$ cat config.mk
export PLATFORM = sky130hd
export DESIGN_NAME = fp_add_normalizer
export DESIGN_NICKNAME = d
export VERILOG_FILES = /design/src/rtl/fp_add_normalizer.sv
export SDC_FILE = /design/constraint.sdc
export NUM_CORES = 1
export LEC_CHECK = 0
export BUFFER_PORTS_ARGS = -buffer_cell sky130_fd_sc_hd__buf_2
export CORE_ASPECT_RATIO = 1.25
export CORE_MARGIN = 2
export CORE_UTILIZATION = 45
export CTS_BUF_LIST = sky130_fd_sc_hd__clkbuf_2 sky130_fd_sc_hd__clkbuf_4 sky130_fd_sc_hd__clkbuf_8
export CTS_CLUSTER_SIZE = 30
export DETAILED_ROUTE_END_ITERATION = 7
export PLACE_DENSITY_LB_ADDON = 0.3
export SLEW_MARGIN = 20
export SYNTH_ARGS = -nofsm -noshare
export SYNTH_HDL_FRONTEND = slang
export SYNTH_SLANG_ARGS = --single-unit
$ cat constraint.sdc
create_clock -name CLK -period 2.6 [get_ports CLK]
set_clock_uncertainty 0.2 [all_clocks]
set_input_delay 0.26 -clock CLK [delete_from_list [all_inputs] [get_ports CLK]]
set_output_delay 0.26 -clock CLK [all_outputs]
set_load 0.01 [all_outputs]
$ cat src/rtl/fp_add_normalizer.sv
// Post-ALU normalizer for the single-precision FP adder.
// Takes the raw ALU mantissa and carry and normalizes them, one bit per cycle
// for left shifts. It emits a packed {sign, exp, fraction} with truncation rounding.
module fp_add_normalizer #(
  parameter int MANT_W = 24,
  parameter int EXP_W  = 8
) (
  input  logic                      CLK,
  input  logic                      RST,
  input  logic                      in_valid,
  output logic                      in_ready,
  input  logic [MANT_W-1:0]         in_mant,
  input  logic                      in_carry,
  input  logic [EXP_W-1:0]          in_exp,
  input  logic                      in_sign,
  output logic                      out_valid,
  input  logic                      out_ready,
  output logic [EXP_W+MANT_W-1:0]   out_result,
  output logic                      out_zero,
  output logic                      out_ovf
);

  localparam int FRAC_W = MANT_W - 1;
  localparam int RES_W  = EXP_W + MANT_W;

  localparam logic [EXP_W:0] EXP_MAX = {1'b0, {EXP_W{1'b1}}};
  localparam logic [EXP_W:0] EXP_ONE = {{EXP_W{1'b0}}, 1'b1};

  typedef enum logic [1:0] {IDLE, NORM, DONE} state_t;

  state_t             state_q, state_d;
  logic [MANT_W-1:0]  mant_q, mant_d;
  logic [EXP_W:0]     exp_q, exp_d;
  logic               sign_q, sign_d;
  logic [RES_W-1:0]   result_q, result_d;
  logic               zero_q, zero_d;
  logic               ovf_q, ovf_d;

  // Exponent arithmetic runs one bit wider so the carry increment cannot wrap
  logic [EXP_W:0]     exp_in_ext;
  logic [EXP_W:0]     exp_inc;
  logic [EXP_W-1:0]   in_exp_field;
  logic [EXP_W-1:0]   norm_exp_field;
  logic               norm_shift;

  assign exp_in_ext     = {1'b0, in_exp};
  assign exp_inc        = exp_in_ext + EXP_ONE;
  // A clear hidden bit after normalization means subnormal: exponent field 0
  assign in_exp_field   = in_mant[MANT_W-1] ? in_exp : {EXP_W{1'b0}};
  assign norm_exp_field = mant_q[MANT_W-1] ? exp_q[EXP_W-1:0] : {EXP_W{1'b0}};
  // Keep shifting left while the hidden bit is clear and the exponent is above the floor
  assign norm_shift     = !mant_q[MANT_W-1] && (exp_q > EXP_ONE);

  assign in_ready   = (state_q == IDLE);
  assign out_valid  = (state_q == DONE);
  assign out_result = result_q;
  assign out_zero   = zero_q;
  assign out_ovf    = ovf_q;

  // State and datapath registers; reset aborts any transaction in flight
  always_ff @(posedge CLK or negedge RST) begin
    if (!RST) begin
      state_q  <= IDLE;
      mant_q   <= '0;
      exp_q    <= '0;
      sign_q   <= 1'b0;
      result_q <= '0;
      zero_q   <= 1'b0;
      ovf_q    <= 1'b0;
    end else begin
      state_q  <= state_d;
      mant_q   <= mant_d;
      exp_q    <= exp_d;
      sign_q   <= sign_d;
      result_q <= result_d;
      zero_q   <= zero_d;
      ovf_q    <= ovf_d;
    end
  end

  // Next-state logic: classify on accept, shift in NORM, hold in DONE
  always_comb begin
    state_d  = state_q;
    mant_d   = mant_q;
    exp_d    = exp_q;
    sign_d   = sign_q;
    result_d = result_q;
    zero_d   = zero_q;
    ovf_d    = ovf_q;

    unique case (state_q)
      IDLE: begin
        if (in_valid) begin
          mant_d = in_mant;
          exp_d  = exp_in_ext;
          sign_d = in_sign;
          zero_d = 1'b0;
          ovf_d  = 1'b0;
          if (in_exp == {EXP_W{1'b1}}) begin
            // Inf/NaN operand passes straight through
            result_d = {in_sign, in_exp, in_mant[FRAC_W-1:0]};
            state_d  = DONE;
          end else if (in_carry) begin
            mant_d = {1'b1, in_mant[MANT_W-1:1]};
            exp_d  = exp_inc;
            if (exp_inc == EXP_MAX) begin
              result_d = {in_sign, {EXP_W{1'b1}}, {FRAC_W{1'b0}}};
              ovf_d    = 1'b1;
            end else begin
              result_d = {in_sign, exp_inc[EXP_W-1:0], in_mant[MANT_W-1:1]};
            end
            state_d = DONE;
          end else if (in_mant == '0) begin
            // Exact cancellation always yields +0
            result_d = '0;
            sign_d   = 1'b0;
            zero_d   = 1'b1;
            state_d  = DONE;
          end else if (in_mant[MANT_W-1] || (exp_in_ext <= EXP_ONE)) begin
            result_d = {in_sign, in_exp_field, in_mant[FRAC_W-1:0]};
            state_d  = DONE;
          end else begin
            state_d = NORM;
          end
        end
      end

      NORM: begin
        if (norm_shift) begin
          mant_d = mant_q << 1;
          exp_d  = exp_q - EXP_ONE;
        end else begin
          result_d = {sign_q, norm_exp_field, mant_q[FRAC_W-1:0]};
          state_d  = DONE;
        end
      end

      DONE: begin
        if (out_ready) begin
          zero_d  = 1'b0;
          ovf_d   = 1'b0;
          state_d = IDLE;
        end
      end

      default: state_d = IDLE;
    endcase
  end

endmodule

# After elaboration in Yosys (flattened, before gate mapping)
# Index checks and enable logic that the tools add are counted.
# op_classes
reduce_logical	12
muxes	42
magnitude_cmp	2
addsub	2
n_eq_ne	9
# ops
operator	n
32-bit two-way mux	6
24-bit two-way mux	4
32-bit one-hot mux with 2 select lines	1
24-bit one-hot mux with 2 select lines	1
9-bit two-way mux	4
31-bit two-way mux	1
24-bit zero test	1
9-bit one-hot mux with 2 select lines	1
8-bit two-way mux	2
2-bit two-way mux	7
1-bit two-way mux	12
8-bit by 1-bit adder with 9-bit output, second input constant	1
9-bit by 8-bit equality test with 1-bit output, second input constant	1
9-bit by 1-bit > comparator with 1-bit output, second input constant	1
3-bit AND reduction	3
9-bit by 1-bit subtractor with 9-bit output, second input constant	1
8-bit equality test, second input constant	1
8-bit by 1-bit <= comparator with 1-bit output, second input constant	1
2-bit inequality test, second input constant	3
2-bit one-hot mux with 3 select lines	1
5-bit by 1-bit inequality test with 1-bit output, second input constant	1
1-bit one-hot mux with 2 select lines	2
4-bit AND reduction	1
2-bit nonzero test	2
8 further kinds	8
# totals
in_bits	38
output_inout_bits	36
elab_cells	74
register_bits	70

# Longest topological paths before layout
# Gate-level depths: netlist (run 1).
# depth
ltp_word	8
mapped_depth	9
depth_no_buf	7

# Worst setup path after synthesis (run 1)
# No wires, ideal clock.
# synth_timing
kind	input to register
from	in in_exp[3]
to	reg result_q[30], in the netlist out_result[30]
cell_stages	8
setup_time_ns	0.125
arrival_ns	1.930
slack_ns	0.345
n_path_buf	3
required_ns	2.275
path_cell_list	buf_6 or4_1 o41a_1 o211ai_2 and2_1 buf_6 buf_8 mux2_4
# synth_between
elab_chain_len	7
word_cells_on_any_way	12
classes_between	1 x add/sub; 1 x order compare; 3 x eq/ne; 5 x mux; 2 x reduce/logical
# synth_lines
item	line	rtl
from (decl)	14	input logic [EXP_W-1:0] in_exp,
8-bit by 1-bit adder with 9-bit output	47	assign exp_inc = exp_in_ext + EXP_ONE;
9-bit by 8-bit equality test with 1-bit output	106	if (exp_inc == EXP_MAX) begin
31-bit two-way mux	106	
32-bit two-way mux	103	end else if (in_carry) begin
32-bit two-way mux	99	if (in_exp == {EXP_W{1'b1}}) begin
32-bit two-way mux	93	if (in_valid) begin
32-bit one-hot mux with 2 select lines	91	unique case (state_q)
to (signal assigned)	75	result_q <= result_d;
to (decl)	35	logic [RES_W-1:0] result_q, result_d;
# Parallel ways exist; a longest one is shown, timed or not. The select of a mux whose other input is x is not followed.
# A chain may end at the register's enable or synchronous reset.

# Worst setup path after layout (run 1)
# layout_timing
from	reg exp_q[1]
to	reg result_q[0], in the netlist out_result[0]
# layout_between
elab_chain_len	4
# layout_lines
item	line	rtl
from (decl)	33	logic [EXP_W:0] exp_q, exp_d;
from (signal assigned)	73	exp_q <= exp_d;
9-bit by 1-bit > comparator with 1-bit output	52	assign norm_shift = !mant_q[MANT_W-1] && (exp_q > EXP_ONE);
1-bit logical AND	52	
2-bit inequality test (no source line)	--	
4-bit AND reduction (no source line)	--	
# No other way between the ends.

==> summary.md, run 1 <==
| Metric | Value |
|---|---|
| GRT Total Usage | `0.255` |
| Worst Path Arrival | `~2500 ps` |
| Clock-pin transition on the worst setup and hold timing paths | `80 ps` |
| First-pass iteration count of the detailed router | `5` |
| Final worst slack | `201 ps` |
| Post-synthesis register bit count | `70` |
| Die width | `92.2 um` |
| PD cells | `1010 mW/mm^2` |
| H-tree levels | `3` |
| CP Launch Type | `flip-flop` |
| Tightest Pin Transition | `591 ps` |
| Post-synth EDFFs | `0` |
| Clock Sinks | `70` |
| Slew headroom | `0.603` |
| TritonCTS clock tree | `built` |
| Post-synth ARST share | `1.00` |
| Max FO, Critical Path | `18` |
| Layout cell share with drive strength beyond 1 | `0.263` |
| DPL Wire Length | `8990 um` |
| Avg WL per Cell | `18.7 um` |
| Synth Cell Area | `0.00438 sq mm` |
| Syn nets | `538` |
| Final Max Slew Viols | `0` |
| Post-placement setup slack | `between 100 and 150 ps` |
| Setup crit end | `out_result[0]` |
| Vias per cell | `between 6 and 7` |
| Count of different cell masters after synthesis | `57` |
| Worst hold margin | `10.8 ps` |
| Num CTS Buffers | `9` |
| Synth warnings | `0` |
| CP endpoint kind | `flip-flop` |
| Period utilisation layout | `0.923` |
| Reg2reg end | `out_result[0]` |
| Post-DRT Antenna Nets | `0` |
| Wire length of the first global-routing pass | `between 20000 and 25000 um` |
| Static Leak | `0.00228 uW` |
| Worst setup path class | `flip-flop to flip-flop` |
| Drt drc | `0` |
| Die ar. | `0.0105 sq mm` |
| Routability-driven placement congestion ratio | `0.907` |
| Commonest non-fill, non-tap cell in the layout | `nand2_1` |
| Core area | `0.00956 sq mm` |
| Reg2reg start | `exp_q[1]` |
| Status | `completed` |
| Flop2flop setup slack | `200 ps` |
| Setup Viol. Count Final | `0` |
| Max Fclk | `417 MHz` |
| Peak supply drop | `0.421 mV` |
| Initial Utilization | `0.458` |
| Final core occ | `0.537` |
| DIE HEIGHT | `114 um` |
| Primary FF master, synth | `dfrtp_1` |
| Row cnt | `40` |
| Register-to-Register Path Depth | `8` |
| Min-delay worst type | `input port to flip-flop` |
| Clk_lat worst skew | `360 ps` |
| Synthesis-to-layout area growth | `17.1%` |
| Critical Path Source | `exp_q[1]` |
| Final wirelength | `12900 um` |
| Buffer count from post-CTS setup fixing | `0` |
| Number of top-level pins | `74` |
| Clock buffer depth | `2` |
| Vias in the first global route | `around 4100` |
| Post-Syn Instances | `494` |
| Hold Vio Cnt, Final | `0` |
| Syn Area/Cell | `8.86 sq um` |
| MaxCap Viol Count | `0` |
| CP Data Required Time | `2710 ps` |
| Setup TNS | `0 ps` |
| Port bufs | `73` |
| Initial antenna violation count | `0` |
| Unrepaired setup endpoints after global routing | `no` |
| Sequential-to-total area share from yosys stat | `0.400` |
| Largest net degree at the start of global routing | `71` |
| Vias | `4169` |
| Commonest non-fill, non-tap cells in the layout | `89 x nand2_1, 73 x buf_2, 70 x dfrtp_1, 32 x inv_1, 26 x buf_4` |
| Initial DRC count | `321` |
| Layout Nets | `between 600 and 700` |
| Period minus WS final | `2400 ps` |
| Fillcell total | `922` |
| CTS root buffer | `clkbuf_8` |
| GRT overflow | `0` |
| N_diodes | `0` |
## cells by family after synthesis
kind of cell    share of synthesized area
buf+inv                            0.0835
simple gates                        0.168
fa+ha+maj                          0.0171
flops                               0.400
mux                                0.0234
compound gates                      0.292
xor+xnor                           0.0160
## layer usage
metal  GRT usage  vias up  wire [um]
li1            -     1964          -
met1       0.321     2026       5430
met2       0.425      152       6400
met3      0.0428       27        728
met4       0.127        0        319
met5           0        -          0
## flip-flops by register name (all words and copies together), names as in the netlist
signal,count
state_q,2
sign_q,1
exp_q,9
out_zero,1
mant_q,24
out_ovf,1
out_result,32
## synth_stat cells (2+ instances only)
cell | n | area (sq um)
a21boi_0 | 23 | 173
a21o_1 | 4 | 30.0
a21oi_1 | 15 | 75.1
a31oi_1 | 6 | 37.5
and2_1 | 2 | 12.5
and3_1 | 2 | 12.5
buf_2 | 7 | 35.0
buf_6 | 6 | 67.6
clkbuf_1 | 32 | 120
dfrtp_1 | 70 | 1750
ha_1 | 6 | 75.1
inv_1 | 32 | 120
mux2_2 | 2 | 22.5
mux2_4 | 2 | 30.0
mux2i_1 | 5 | 50.1
nand2_1 | 89 | 334
nand2b_1 | 4 | 25.0
nand3_1 | 15 | 75.1
nand4_1 | 7 | 43.8
nor2_1 | 18 | 67.6
nor2b_1 | 4 | 25.0
nor3_1 | 5 | 25.0
nor4_1 | 12 | 75.1
o2111ai_1 | 24 | 210
o211ai_1 | 2 | 15.0
o21ai_0 | 15 | 75.1
o21ai_1 | 3 | 15.0
o21bai_1 | 2 | 15.0
o221a_2 | 22 | 248
o221ai_1 | 25 | 219
xnor2_1 | 2 | 17.5
xor2_1 | 6 | 52.6
## worst min-delay path by stage
stage,cells past startpoint,slack (ps),to,from
5_1_grt,3,10,out_result[19],in_mant[19]
4_1_cts,3,5,out_result[19],in_mant[19]
2_1_floorplan,0,-240,exp_q[0],RST
3_5_place_dp,2,120,mant_q[14],RST
6_report,3,10,out_result[19],in_mant[19]
3_3_place_gp,2,110,mant_q[14],RST
## timing repair
item / CTS / global route
hold buffers: 1 / 0
gates resized for setup: 0 / 0
setup endpoints to repair: 0 / 0
endpoints found under the hold margin: 70 / 0
## through the flow
stage | cells | cell area (sq um) | total power [uW]
final | 689 | 5130 | 5200
after global routing | 689 | 5130 | 5540
after CTS | 689 | 5130 | 5210
after detailed placement | 674 | 4910 | 4230
after global placement | 674 | 4910 | 4170
after floorplan | 494 | 4380 | 3410
## power breakdown
group,internal [uW],switching [uW]
sequential,1590,412
clock,554,426
combinational,996,1220
total,3140,2050
## layout make-up
type | count | area, sq um | share of cell area
Inverter | 32 | 120 | 0.0234
Tap cell | 126 | 158 | 0.0307
Timing Repair Buffer | 102 | 611 | 0.119
Clock buffer | 10 | 138 | 0.0268
Clock inverter | 4 | 72.6 | 0.0141
Sequential cell | 70 | 1750 | 0.342
Multi-Input combinational cell | 345 | 2280 | 0.444
## critical path, stage by stage (launching register included)
cell	delay [ps]
dfrtp_1	430
inv_1	110
ha_1	190
o21bai_1	160
a31oi_1	250
buf_4	200
nand2b_1	260
buf_4	310
o221a_2	230
(Power assumes the default switching activity.)
==> run 2, diff against run 1 <==
--- a/config.mk
+++ b/config.mk
@@ -6,13 +6,14 @@
 export NUM_CORES = 1
 export LEC_CHECK = 0
 export BUFFER_PORTS_ARGS = -buffer_cell sky130_fd_sc_hd__buf_2
-export CORE_ASPECT_RATIO = 1.25
+export CORE_ASPECT_RATIO = 0.5
 export CORE_MARGIN = 2
 export CORE_UTILIZATION = 45
 export CTS_BUF_LIST = sky130_fd_sc_hd__clkbuf_2 sky130_fd_sc_hd__clkbuf_4 sky130_fd_sc_hd__clkbuf_8
 export CTS_CLUSTER_SIZE = 30
 export DETAILED_ROUTE_END_ITERATION = 7
 export PLACE_DENSITY_LB_ADDON = 0.3
+export SKIP_CTS_REPAIR_TIMING = 1
 export SLEW_MARGIN = 20
 export SYNTH_ARGS = -nofsm -noshare
 export SYNTH_HDL_FRONTEND = slang
==> summary.md, run 2 (synthesized netlist as in run 1, its figures left out) <==
| Metric | Value |
|---|---|
| Clock buffer depth | `2 (unchanged)` |
| First-pass iteration count of the detailed router | `5 (unchanged)` |
| CP Launch Type | `flip-flop` |
| Fillcell total | `897 (-2.7%)` |
| Setup TNS | `0 ps (unchanged)` |
| Die ar. | `0.0106 sq mm (+0.41%)` |
| Status | `finished, violations left` |
| CP most frequent cell | `buf_4` |
| Commonest non-fill, non-tap cells in the layout | `89 x nand2_1, 73 x buf_2, 70 x dfrtp_1, 33 x buf_4, 32 x inv_1` |
| Synthesis-to-layout area growth | `18.9%` |
| Clk_lat worst skew | `350 ps (about the same)` |
| Final core occ | `0.551 (+0.0145)` |
| DIE HEIGHT | `73.7 um (-35%)` |
| TritonCTS clock tree | `built` |
| H-tree levels | `3 (unchanged)` |
| Initial DRC count | `478 (+49%)` |
| Tightest Pin Transition | `788 ps (+198 ps)` |
| Post-Layout Cell Count | `708 (+2.8%)` |
| Clock Sinks | `70 (unchanged)` |
| Period minus WS final | `2320 ps (-83.2 ps)` |
| Layout cell share with drive strength beyond 1 | `0.276 (+0.0129)` |
| Worst Path Arrival | `2390 ps (-120 ps)` |
| CTS root buffer | `clkbuf_8` |
| Crit path largest cell delay | `440 ps (about the same)` |
| Register-to-Register Path Depth | `7 (-1)` |
| Clock-pin transition on the worst setup and hold timing paths | `70 ps (about the same)` |
| MaxCap Viol Count | `0 (unchanged)` |
| Final wirelength | `12500 um (-2.8%)` |
| Vias in the first global route | `3915 (-5.5%)` |
| Row cnt | `25 (-38%)` |
| GRT overflow | `0 (unchanged)` |
| Wire length of the first global-routing pass | `20500 um (-2.5%)` |
| Commonest non-fill, non-tap cell in the layout | `nand2_1` |
| Layout Nets | `612 (+1.3%)` |
| Avg WL per Cell | `17.7 um (-5.5%)` |
| Vias | `4222 (+1.3%)` |
| Min-delay worst type | `input port to flip-flop` |
| Switching share of power | `0.395 (about the same)` |
| Inst Count DP | `690 (+2.4%)` |
| Max reg flops | `32 (unchanged)` |
| Initial antenna violation count | `0 (unchanged)` |
| CP Data Required Time | `2670 ps (-40 ps)` |
| Clock power share | `0.180 (-0.008)` |
| Unrepaired setup endpoints after global routing | `no` |
| Post-DRT Antenna Nets | `0 (unchanged)` |
| Final Max Slew Viols | `0 (unchanged)` |
| N_diodes | `0 (unchanged)` |
| Port bufs | `73 (unchanged)` |
| Worst Hold Path Cells | `3 (unchanged)` |
| Max Fclk | `432 MHz (+3.6%)` |
| Comb pwr share | `0.433 (+0.008)` |
| Period utilisation layout | `0.891 (-0.0320)` |
| Core area | `0.00945 sq mm (-1.2%)` |
| Failing checks | `hold timing` |
| Worst setup path class | `flip-flop to flip-flop` |
| CP endpoint kind | `flip-flop` |
| Drt drc | `0 (unchanged)` |
| Slew headroom | `0.472 (-0.131)` |
| DP Area | `0.00498 sq mm (+1.4%)` |
| Peak supply drop | `0.387 mV (-8.1%)` |
| Max FO, Critical Path | `10 (-8)` |
| Largest net degree at the start of global routing | `33 (-54%)` |
| GRT Total Usage | `0.250 (-0.00465)` |
| Worst hold margin | `-4.77 ps (-15.6 ps)` |
| PD cells | `992 mW/mm^2 (-2.1%)` |
| Flop2flop setup slack | `280 ps (+80 ps)` |
| Seq pwr share | `0.387 (about the same)` |
| DPL Wire Length | `8740 um (-2.8%)` |
| Number of top-level pins | `74 (unchanged)` |
| Vias per cell | `5.96 (-1.4%)` |
| Setup Viol. Count Final | `0 (unchanged)` |
| Hold Vio Cnt, Final | `1 (+1)` |
| Num CTS Buffers | `9 (unchanged)` |
| Static Leak | `0.00232 uW (+1.9%)` |
| Die width | `143 um (+56%)` |
| Routability-driven placement congestion ratio | `0.864 (-4.8%)` |
| Switching pwr | `2040 uW (-0.70%)` |
| Slowest cell on the critical path | `dfrtp_1` |
| Initial Utilization | `0.463 (+0.00546)` |
| P_int | `3130 uW (-0.58%)` |
| Final Cell Area | `0.00520 sq mm (+1.5%)` |
| Critical-path cell list | `nor4_1, buf_4, a31oi_1, o21ai_1, and2_1, buf_4, mux2i_1` |
[run 2: cell types whose count changed in the layout (fill, tap and decap cells not counted), sizes merged]
cell	previous run	this run
buf	101	108
clkbuf	10	13
bufinv	2	1
dlygate4sd3	1	2
[run 2: per-layer routing]
layer | GRT usage | wire length, um
met5 | 0 | 0
met3 | 0.0528 | 815
met2 | 0.379 | 5710
met1 | 0.358 | 5820
met4 | 0.0850 | 170
[run 2: final cells by class]
| class | count | area [sq um] | area share |
|---|---|---|---|
| inverters | 32 | 120 | 0.0231 |
| well taps | 135 | 169 | 0.0325 |
| repair buffers | 110 | 673 | 0.129 |
| clock inverters | 3 | 42.5 | 0.00817 |
| clock buffers | 13 | 166 | 0.0320 |
| flip-flops and latches | 70 | 1750 | 0.337 |
| multi-input cells | 345 | 2280 | 0.438 |
[run 2: through the flow]
step	setup WS, ps	power (uW)
6_report	284	5170
5_1_grt	176	5520
4_1_cts	282	5170
3_5_place_dp	153	4230
3_3_place_gp	195	4170
2_1_floorplan	345	3410
[run 2: power by group through the flow]
stage | clock (uW) | sequential, uW | combinational, uW
2_1_floorplan | 0 | 2030 | 1380
3_3_place_gp | 0 | 2000 | 2170
3_5_place_dp | 0 | 2000 | 2230
4_1_cts | 944 | 1990 | 2230
5_1_grt | 992 | 2070 | 2460
6_report | 931 | 2000 | 2240
[run 2: final timing paths]
path                       startpoint        endpoint
max                          exp_q[4]  out_result[25]
min                         out_ready      state_q[1]
max reg2reg                  exp_q[4]  out_result[25]
min reg2reg                    sign_q          sign_q
max in group asynchronous         RST  out_result[30]
min in group asynchronous         RST  out_result[18]
[run 2: critical path, delay by kind of cell (launching register included)]
family	cells	cell delay, ps
buffers and inverters	2	450
muxes	1	190
and+or+nand+nor	2	660
AOI/OAI and AO/OA	2	300
DFF	1	440
==> run 3, diff against run 2 <==
--- a/config.mk
+++ b/config.mk
@@ -5,8 +5,8 @@
 export SDC_FILE = /design/constraint.sdc
 export NUM_CORES = 1
 export LEC_CHECK = 0
+export ABC_AREA = 0
 export BUFFER_PORTS_ARGS = -buffer_cell sky130_fd_sc_hd__buf_2
-export CORE_ASPECT_RATIO = 0.5
 export CORE_MARGIN = 2
 export CORE_UTILIZATION = 45
 export CTS_BUF_LIST = sky130_fd_sc_hd__clkbuf_2 sky130_fd_sc_hd__clkbuf_4 sky130_fd_sc_hd__clkbuf_8
==> summary.md, run 3 (synthesized netlist as in run 1, its figures left out) <==
| Metric | Value |
|---|---|
| Drt drc | `0 (unchanged)` |
| Commonest non-fill, non-tap cell in the layout | `nand2_1` |
| Vias per cell | `6.11 (+2.4%)` |
| Num CTS Buffers | `9 (unchanged)` |
| Routability-driven placement congestion ratio | `0.953 (+10%)` |
| Tightest Pin Transition | `882 ps (+93.8 ps)` |
| Layout Nets | `608 (-0.65%)` |
| Commonest non-fill, non-tap cells in the layout | `89 x nand2_1, 73 x buf_2, 70 x dfrtp_1, 32 x inv_1, 28 x buf_4` |
| Layout cell share with drive strength beyond 1 | `0.269 (-0.00638)` |
| Clk_lat worst skew | `360 ps (about the same)` |
| Post-DRT Antenna Nets | `0 (unchanged)` |
| Initial DRC count | `329 (-31%)` |
| Initial antenna violation count | `0 (unchanged)` |
| CP endpoint kind | `flip-flop` |
| Min-delay worst type | `input port to flip-flop` |
| Port bufs | `73 (unchanged)` |
| Clock Sinks | `70 (unchanged)` |
| Clock-pin transition on the worst setup and hold timing paths | `70 ps (about the same)` |
| Max Fclk | `431 MHz (-0.25%)` |
| Final Max Slew Viols | `0 (unchanged)` |
| Worst hold margin | `-33.4 ps (-28.6 ps)` |
| Slew headroom | `0.409 (-0.0628)` |
| TritonCTS clock tree | `built` |
| Synthesis-to-layout area growth | `17.8%` |
| CP Data Required Time | `2640 ps (-30 ps)` |
| Row cnt | `35 (+40%)` |
| Setup TNS | `0 ps (unchanged)` |
| DP Area | `0.00497 sq mm (-0.18%)` |
| GRT Total Usage | `0.261 (+0.0101)` |
| Period minus WS final | `2320 ps (+5.74 ps)` |
| Final Cell Area | `0.00516 sq mm (-0.94%)` |
| Hold Vio Cnt, Final | `1 (unchanged)` |
| Largest net degree at the start of global routing | `71 (+120%)` |
| Vias | `4258 (+0.85%)` |
| Status | `finished, violations left` |
| Wire length of the first global-routing pass | `21200 um (+3.5%)` |
| DIE HEIGHT | `103 um (+39%)` |
| CTS root buffer | `clkbuf_8` |
| PD cells | `986 mW/mm^2 (-0.66%)` |
| GRT overflow | `0 (unchanged)` |
| MaxCap Viol Count | `0 (unchanged)` |
| Die width | `103 um (-28%)` |
| Core area | `0.00933 sq mm (-1.3%)` |
| Number of top-level pins | `74 (unchanged)` |
| Initial Utilization | `0.469 (+0.00591)` |
| CP Launch Type | `flip-flop` |
| N_diodes | `0 (unchanged)` |
| DPL Wire Length | `8900 um (+1.8%)` |
| First-pass iteration count of the detailed router | `5 (unchanged)` |
| Worst Path Arrival | `2360 ps (-30 ps)` |
| Avg WL per Cell | `18.8 um (+6.3%)` |
| Final wirelength | `13100 um (+4.6%)` |
| Max reg flops | `32 (unchanged)` |
| H-tree levels | `3 (unchanged)` |
| Worst setup path class | `flip-flop to flip-flop` |
| Die ar. | `0.0105 sq mm (-0.45%)` |
| Setup Viol. Count Final | `0 (unchanged)` |
| Peak supply drop | `0.434 mV (+12%)` |
| Max FO, Critical Path | `13 (+3)` |
| Static Leak | `0.00229 uW (-1.3%)` |
| Vias in the first global route | `4113 (+5.1%)` |
| Unrepaired setup endpoints after global routing | `no` |
| Failing checks | `hold timing` |
| Fillcell total | `870 (-3.0%)` |
| Clock buffer depth | `2 (unchanged)` |
| Period utilisation layout | `0.893 (+0.00221)` |
run 3: changes by cell type in the layout (fill, tap and decap cells not counted), sizes merged:
cell | previous run | this run
buf | 108 | 105
bufinv | 1 | 0
clkinvlp | 1 | 2
clkbuf | 13 | 12
dlygate4sd3 | 2 | 1
run 3: worst paths after layout:
kind / startpoint / to / slack [ps] / cells after the start
max in group asynchronous: RST / mant_q[1] / 1640 / 3
hold / removal: in_sign / sign_q / -30 / 3
min in group asynchronous: RST / out_result[17] / 260 / 3
setup / recovery: exp_q[1] / out_result[21] / 280 / 9
hold reg to reg: sign_q / sign_q / 290 / 2
setup reg to reg: exp_q[1] / out_result[21] / 280 / 9
run 3: worst max-delay path, cell delays in order, from the launching register on:
cell and delay (ps):
dfrtp_1 440, inv_1 110, ha_1 180, o21bai_1 180, a31oi_1 190, o21ai_1 130
and2_1 210, buf_12 160, buf_12 150, o221a_2 250
run 3: metal layers:
metal	part of all wire	track usage	wire length [um]	up-vias
met4	0.021	0.102	274	0
met2	0.45	0.393	5910	215
met5	0	0	0	-
met3	0.074	0.0569	966	22
li1	-	-	-	1987
met1	0.45	0.367	5940	2034
run 3: final cells by class:
cell class	instances	area, sq um	share of cell area
flip-flops and latches	70	1750	0.340
multi-input cells	345	2280	0.442
inverters	32	120	0.0233
clock inverters	3	20.0	0.00388
well taps	129	161	0.0313
clock buffers	12	159	0.0308
repair buffers	106	666	0.129
run 3: power breakdown:
group	internal, uW	leakage [uW]	switching [uW]
sequential	1590	0.000845	435
combinational	1020	0.00136	1210
clock	402	0.0000879	417
total	3020	0.00229	2060
run 3: metrics by stage:
step / utilization / instances / worst slack [ps] / power (uW) / hold WS [ps]
2_1_floorplan: - / 494 / 345 / 3410 / -236
3_3_place_gp: 0.533 / 681 / 178 / 4180 / 120
3_5_place_dp: 0.533 / 681 / 201 / 4260 / 117
4_1_cts: 0.552 / 696 / 307 / 5090 / -271
5_1_grt: 0.553 / 697 / 123 / 5440 / 10.8
6_report: 0.553 / 697 / 279 / 5080 / -33.4
